===== config.mk =====
export PLATFORM = sky130hd
export DESIGN_NAME = forward_unit_flat
export DESIGN_NICKNAME = d
export VERILOG_FILES = /design/src/rtl/forward_unit_if.sv /design/src/rtl/forward_unit.sv /design/src/flat_wrapper.sv
export SDC_FILE = /design/constraint.sdc
export NUM_CORES = 1
export LEC_CHECK = 0
export ABC_AREA = 1
export CAP_MARGIN = 20
export CORE_AREA = 10 10 304 306
export CTS_CLUSTER_SIZE = 12
export DETAILED_ROUTE_END_ITERATION = 10
export DIE_AREA = 0 0 314 316
export PLACE_DENSITY_LB_ADDON = 0.2
export SYNTH_ARGS = -nofsm -noshare
export SYNTH_HDL_FRONTEND = slang
export SYNTH_SLANG_ARGS = --single-unit

===== constraint.sdc =====
create_clock -name clk -period 2.04 [get_ports clk]
set_clock_uncertainty 0.1 [all_clocks]
set_input_delay 0.408 -clock clk [delete_from_list [all_inputs] [get_ports clk]]
set_output_delay 0.408 -clock clk [all_outputs]
set_load 0.02 [all_outputs]

===== src/rtl/forward_unit_if.sv =====
// forward_unit_if: operand-forwarding bus between register-read, the later pipeline stages and execute.
interface forward_unit_if #(
  parameter int DATA_W = 128,
  parameter int ADDR_W = 4
);
  logic [DATA_W-1:0] R2res1;
  logic [DATA_W-1:0] R3res1;
  logic [ADDR_W-1:0] R2_2;
  logic [ADDR_W-1:0] R3_2;
  logic [1:0]        ExtndSel1;
  logic [1:0]        RMuxSel1;
  logic              VF2;
  logic [ADDR_W-1:0] DestR_3;
  logic [DATA_W-1:0] Res;
  logic              VF3;
  logic [ADDR_W-1:0] DestR_4;
  logic [DATA_W-1:0] Res1;
  logic [DATA_W-1:0] R2res2;
  logic [DATA_W-1:0] R3res2;
  logic [1:0]        FwdSel2;
  logic [1:0]        FwdSel3;
  logic [1:0]        FwdEvt;
  modport slave (
    input  R2res1, R3res1, R2_2, R3_2, ExtndSel1, RMuxSel1,
           VF2, DestR_3, Res, VF3, DestR_4, Res1,
    output R2res2, R3res2, FwdSel2, FwdSel3, FwdEvt
  );
  modport master (
    output R2res1, R3res1, R2_2, R3_2, ExtndSel1, RMuxSel1,
           VF2, DestR_3, Res, VF3, DestR_4, Res1,
    input  R2res2, R3res2, FwdSel2, FwdSel3, FwdEvt
  );
endinterface


===== src/rtl/forward_unit.sv =====
// forward_unit: combinational bypass of R2/R3 operands from stage 3 (priority) or stage 4,
// plus a registered per-cycle forwarding-event status.
module forward_unit (
  input logic           clk,
  input logic           rst_n,
  forward_unit_if.slave f
);
  logic       hit3_r2, hit4_r2, hit3_r3, hit4_r3;
  logic [1:0] fwd_evt_d, fwd_evt_q;
  always_comb begin
    hit3_r2   = !f.ExtndSel1[1] && f.DestR_3 == f.R2_2 && f.VF2 == f.RMuxSel1[1];
    hit4_r2   = !f.ExtndSel1[1] && f.DestR_4 == f.R2_2 && f.VF3 == f.RMuxSel1[1];
    hit3_r3   = !f.ExtndSel1[0] && f.DestR_3 == f.R3_2 && f.VF2 == f.RMuxSel1[0];
    hit4_r3   = !f.ExtndSel1[0] && f.DestR_4 == f.R3_2 && f.VF3 == f.RMuxSel1[0];
    // stage 3 holds the newest value, so it wins when both stages match
    f.R2res2  = hit3_r2 ? f.Res : hit4_r2 ? f.Res1 : f.R2res1;
    f.R3res2  = hit3_r3 ? f.Res : hit4_r3 ? f.Res1 : f.R3res1;
    f.FwdSel2 = hit3_r2 ? 2'b01 : hit4_r2 ? 2'b10 : 2'b00;
    f.FwdSel3 = hit3_r3 ? 2'b01 : hit4_r3 ? 2'b10 : 2'b00;
    fwd_evt_d = {hit3_r2 | hit4_r2, hit3_r3 | hit4_r3};
  end
  always_ff @(posedge clk or negedge rst_n)
    if (!rst_n) fwd_evt_q <= 2'b00;
    else        fwd_evt_q <= fwd_evt_d;
  assign f.FwdEvt = fwd_evt_q;
endmodule


===== src/flat_wrapper.sv =====
// flat-port wrapper written by rule: the top's interface ports become plain ports
module forward_unit_flat 
  (clk, rst_n, f_R2res1, f_R3res1, f_R2_2, f_R3_2, f_ExtndSel1, f_RMuxSel1, f_VF2, f_DestR_3, f_Res, f_VF3, f_DestR_4, f_Res1, f_R2res2, f_R3res2, f_FwdSel2, f_FwdSel3, f_FwdEvt);
  forward_unit_if #(.DATA_W((128)), .ADDR_W((4))) f_i ();
  input logic clk;
  input logic rst_n;
  input wire logic [$bits(f_i.R2res1)-1:0] f_R2res1;
  input wire logic [$bits(f_i.R3res1)-1:0] f_R3res1;
  input wire logic [$bits(f_i.R2_2)-1:0] f_R2_2;
  input wire logic [$bits(f_i.R3_2)-1:0] f_R3_2;
  input wire logic [$bits(f_i.ExtndSel1)-1:0] f_ExtndSel1;
  input wire logic [$bits(f_i.RMuxSel1)-1:0] f_RMuxSel1;
  input wire logic [$bits(f_i.VF2)-1:0] f_VF2;
  input wire logic [$bits(f_i.DestR_3)-1:0] f_DestR_3;
  input wire logic [$bits(f_i.Res)-1:0] f_Res;
  input wire logic [$bits(f_i.VF3)-1:0] f_VF3;
  input wire logic [$bits(f_i.DestR_4)-1:0] f_DestR_4;
  input wire logic [$bits(f_i.Res1)-1:0] f_Res1;
  output wire logic [$bits(f_i.R2res2)-1:0] f_R2res2;
  output wire logic [$bits(f_i.R3res2)-1:0] f_R3res2;
  output wire logic [$bits(f_i.FwdSel2)-1:0] f_FwdSel2;
  output wire logic [$bits(f_i.FwdSel3)-1:0] f_FwdSel3;
  output wire logic [$bits(f_i.FwdEvt)-1:0] f_FwdEvt;
  assign f_i.R2res1 = f_R2res1;
  assign f_i.R3res1 = f_R3res1;
  assign f_i.R2_2 = f_R2_2;
  assign f_i.R3_2 = f_R3_2;
  assign f_i.ExtndSel1 = f_ExtndSel1;
  assign f_i.RMuxSel1 = f_RMuxSel1;
  assign f_i.VF2 = f_VF2;
  assign f_i.DestR_3 = f_DestR_3;
  assign f_i.Res = f_Res;
  assign f_i.VF3 = f_VF3;
  assign f_i.DestR_4 = f_DestR_4;
  assign f_i.Res1 = f_Res1;
  assign f_R2res2 = f_i.R2res2;
  assign f_R3res2 = f_i.R3res2;
  assign f_FwdSel2 = f_i.FwdSel2;
  assign f_FwdSel3 = f_i.FwdSel3;
  assign f_FwdEvt = f_i.FwdEvt;
  forward_unit u_core (.clk(clk), .rst_n(rst_n), .f(f_i));
endmodule

Word level (Yosys, flattened, before mapping)
Cells that the tools add are included.

Eq/ne operators: 8. Muxes and demuxes: 8. Bitwise operators: 2. Reductions and logical operators: 10.

Operators by type and width (count): two-way mux 128 bit (4); equality test 4 bit (4); logical AND 1 bit (8); two-way mux 2 bit (4); equality test 1 bit (4); zero test 1 bit (2); OR 1 bit (2).

Flip-flop bits (word level): 2.

Logic depth before layout (Yosys ltp)
Depth after elaboration: 5. Depth in mapped cells: 10. Depth with buffers taken out: 8.

Worst setup path after synthesis
OpenSTA, ideal clock, no wires.

Path kind: input-to-output. From: input f_R3_2[1]. To: output f_FwdSel3[1]. Arrival time: 1.421 ns. Setup slack: 0.111 ns. Cell stages on the path: 8. Buffers on the path: 2. Path through: inv_1 -> nand2_1 -> nand2_1 -> nor2_2 -> nand3_1 -> buf_2 -> buf_2 -> nor2_1.

Longest elaborated chain between the ends: 5.

RTL lines: start, declared (RTL line flat_wrapper.sv:10) `input wire logic [$bits(f_i.R3_2)-1:0] f_R3_2;`; equality test 4 bit (RTL line forward_unit.sv:14) `hit4_r3 = !f.ExtndSel1[0] && f.DestR_4 == f.R3_2 && f.VF3 == f.RMuxSel1[0];`; logical AND 1 bit (2 in series) (RTL line forward_unit.sv:14); two-way mux 2 bit (RTL line forward_unit.sv:19) `f.FwdSel3 = hit3_r3 ? 2'b01 : hit4_r3 ? 2'b10 : 2'b00;`; two-way mux 2 bit (*) (RTL line forward_unit.sv:19); end, declared (RTL line flat_wrapper.sv:22) `output wire logic [$bits(f_i.FwdSel3)-1:0] f_FwdSel3;`.

Mark *: on every way between the ends. The rest lies on a longest branch, timed or not.

Final worst setup path
From: input f_DestR_3[3]. To: output f_R2res2[38].

Longest elaborated chain between the ends: 4.

RTL lines: start, declared (RTL line flat_wrapper.sv:14) `input wire logic [$bits(f_i.DestR_3)-1:0] f_DestR_3;`; equality test 4 bit (RTL line forward_unit.sv:11) `hit3_r2 = !f.ExtndSel1[1] && f.DestR_3 == f.R2_2 && f.VF2 == f.RMuxSel1[1];`; logical AND 1 bit (2 in series) (RTL line forward_unit.sv:11); two-way mux 128 bit (RTL line forward_unit.sv:16) `f.R2res2 = hit3_r2 ? f.Res : hit4_r2 ? f.Res1 : f.R2res1;`; end, declared (RTL line flat_wrapper.sv:19) `output wire logic [$bits(f_i.R2res2)-1:0] f_R2res2;`.

Every way passes these cells.

==> impl_metrics.json <==
{
  "synthDistinctLibCells": 14,
  "grt_pass1_vias": 14400,
  "die-area_um2": 99200,
  "start_util_pct": 7.03,
  "grt_pass1_wl_mm": 110,
  "cts.sinks": 2,
  "rsz0062_at_grt": "yes",
  "worst_pin_slew_ns": 0.305,
  "synth.most_common_cell": "nand3_1",
  "crit_type": "in2out",
  "gp_congestion": 0.873,
  "outcome": "finished, violations left",
  "synthTopCellsByArea": "nand3_1 64%, nand2_1 19%, buf_2 8.3%, buf_4 3.7%, inv_1 1.1%",
  "areaGrowthSynthToFinish_pct": 298,
  "violations": "setup timing",
  "slew-limit-headroom_pct": 79.6,
  "cts-htree-levels": 1,
  "synth_top_area_share_pct": 63.6,
  "cellPowerDensity_nw_per_um2": 208,
  "setup_slack_ns": -0.503,
  "tns_ns": -97.08,
  "async_reset_ff_share_pct": 100,
  "seqPwrFrac_pct": 0.8,
  "sw_frac_of_total_pct": 43.7,
  "ir_worst_vdd_mv": 0.256,
  "stdcell_area_um2": 24100,
  "first_iter_violations": 1097,
  "hold_class": "in2async",
  "numCtsBuffers": 3,
  "setup.worst_path.start_class": "primary input",
  "synth_cells": 1273,
  "core_area_um2": 86200,
  "final_util_pct": 28.0,
  "finalMaxSlewViolations": 0,
  "ctsHoldBuffers": 0,
  "drive_above_1_share_pct": 54.8,
  "fillers": 9357,
  "synth_seq_cells": 2,
  "cts_tree": "yes",
  "via_per_inst": 4.14,
  "io_buffers": 797,
  "total_power_mw": 5.01,
  "synth_nets": 1809,
  "finalHoldViolations": 0,
  "power.share.clock_pct": 5.9,
  "dp.final_hpwl_mm": 63.7,
  "yosys-top-cells-count": "770 x nand3_1, 310 x nand2_1, 100 x buf_2",
  "worstPathArrival_ns": 2.03,
  "placed_area_um2": 16600,
  "setup_viol": 260,
  "ys_warn_count": 0,
  "power.net_switching_mw": 2.19,
  "max_freq_mhz": 393,
  "yosys.area.top_type": "nand3_1",
  "endpoint_kind": "output port",
  "grt_antenna_before_repair": 28,
  "drcViolationCount": 0,
  "largest_register_ffs": 2,
  "netlist_area_um2": 6060,
  "first_pass_iters": 6,
  "period_share_pct": 125,
  "drt-total-wl_mm": 92.4,
  "max-clock-path-buffers": 2,
  "dr_total_vias": 14400,
  "num-nets-final": 2852,
  "synth_edf_count": 0,
  "path_clk_slew_ns": 0.03,
  "share_comb_of_total_power_pct": 93.3,
  "die_w_um": 314,
  "ioPinCount": 798,
  "cts_root_buffer": "clkbuf_16",
  "yosysSeqAreaShare_pct": 0.826,
  "p_leak_nw": 10.6,
  "cp.required_ns": 1.53,
  "power.internal_mw": 2.82,
  "drv_cap": 0,
  "wl_per_cell_um": 26.5,
  "period_needed_ns": 2.54,
  "overflow": 0,
  "avgSynthCellArea_um2": 4.76,
  "synth_flop_cell": "dfrtp_1",
  "critPathMaxFanout": 18,
  "ant_nets": 0,
  "rows": 108,
  "die_y_um": 316,
  "grt_max_degree": 68,
  "grtUsageTotal_pct": 15.1
}
[layout make-up]
| class | count | area (um2) | area share (%) |
|---|---|---|---|
| sequential | 2 | 50.0 | 0.208 |
| timing repair buffer | 1180 | 13800 | 57.2 |
| antenna | 11 | 27.5 | 0.114 |
| clock buffer | 3 | 75.1 | 0.311 |
| multi-input combinational | 1104 | 8560 | 35.5 |
| tap | 1155 | 1450 | 6.00 |
| inverter | 25 | 156 | 0.649 |
[cells in the final DEF, fill, tap and decap left out]
cell	instances
a21oi_2	1
a21oi_4	1
buf_12	78
buf_16	29
buf_2	12
buf_4	148
buf_6	303
buf_8	60
bufbuf_16	2
clkbuf_16	30
clkbuf_2	3
clkdlybuf4s50_1	515
clkinv_8	1
dfrtp_1	2
diode_2	11
dlygate4sd2_1	2
dlymetal6s2s_1	1
inv_1	4
inv_2	8
inv_4	8
inv_8	4
nand2_1	269
nand2_2	32
nand2_4	9
nand3_1	252
nand3_2	445
nand3_4	75
nor2_1	2
nor2_2	3
nor2_4	13
o21ai_2	1
o21ai_4	1
[critical path, cell delays in order]
cell	delay [ns]
buf_4	0.14
nand2_4	0.07
o21ai_4	0.06
nor2_4	0.09
nand3_4	0.16
buf_6	0.17
buf_12	0.14
buf_12	0.14
buf_4	0.15
buf_16	0.16
nand3_1	0.09
nand3_1	0.09
buf_6	0.14
[metrics by stage]
stage | std cells | setup WS [ns] | hold WS, ns
after floorplan | 1273 | 0.111 | 0.0124
after global placement | 3270 | -1.30 | 0.482
after detailed placement | 3270 | -1.37 | 0.489
after CTS | 3342 | -0.726 | 0.262
after global routing | 3476 | -0.573 | 0.269
final | 3480 | -0.503 | 0.260
[power groups by stage]
stage | Clock, mW | Sequential [mW] | Combinational, mW
2_1_floorplan | 0 | 0.0444 | 1.18
3_3_place_gp | 0 | 0.0424 | 3.69
3_5_place_dp | 0 | 0.0423 | 3.67
4_1_cts | 0.298 | 0.0421 | 3.82
5_1_grt | 0.309 | 0.0422 | 4.90
6_report | 0.294 | 0.0420 | 4.67
[path summary, 6_finish.rpt]
| check | start | to | slack (ns) | depth (start not counted) |
|---|---|---|---|---|
| max in group asynchronous | rst_n | u_core.f.FwdEvt[1] | 1.45 | 1 |
| min in group clk | f_DestR_4[0] | u_core.f.FwdEvt[1] | 0.95 | 7 |
| hold / removal | rst_n | u_core.f.FwdEvt[0] | 0.26 | 1 |
| setup / recovery | f_DestR_3[3] | f_R2res2[38] | -0.50 | 13 |
[metal layers]
| metal | GRT usage, % | wire (um) |
|---|---|---|
| met5 | 0 | 111 |
| met3 | 5.46 | 7930 |
| met1 | 17.4 | 37200 |
| met2 | 26.5 | 44500 |
| met4 | 3.44 | 2570 |
[kinds of logic (layout without fill, tap and decap cells)]
kind of cell	count (synthesis)	after routing	share of synthesized area, %
DFF	2	2	0.826
AOI/OAI and AO/OA	4	4	0.331
and+or+nand+nor	1100	1100	84.4
other	0	11	0
buffers and inverters	167	1208	14.4
[timing repair]
item                                    4_1_cts  5_1_grt
endpoints found under the setup margin      262      260
pin swaps                                    44      184
gates cloned                                 22       35
resized for setup                          1062     1390
buffers inserted                             48      102
Note: power is estimated with default switching activity, not from simulation.
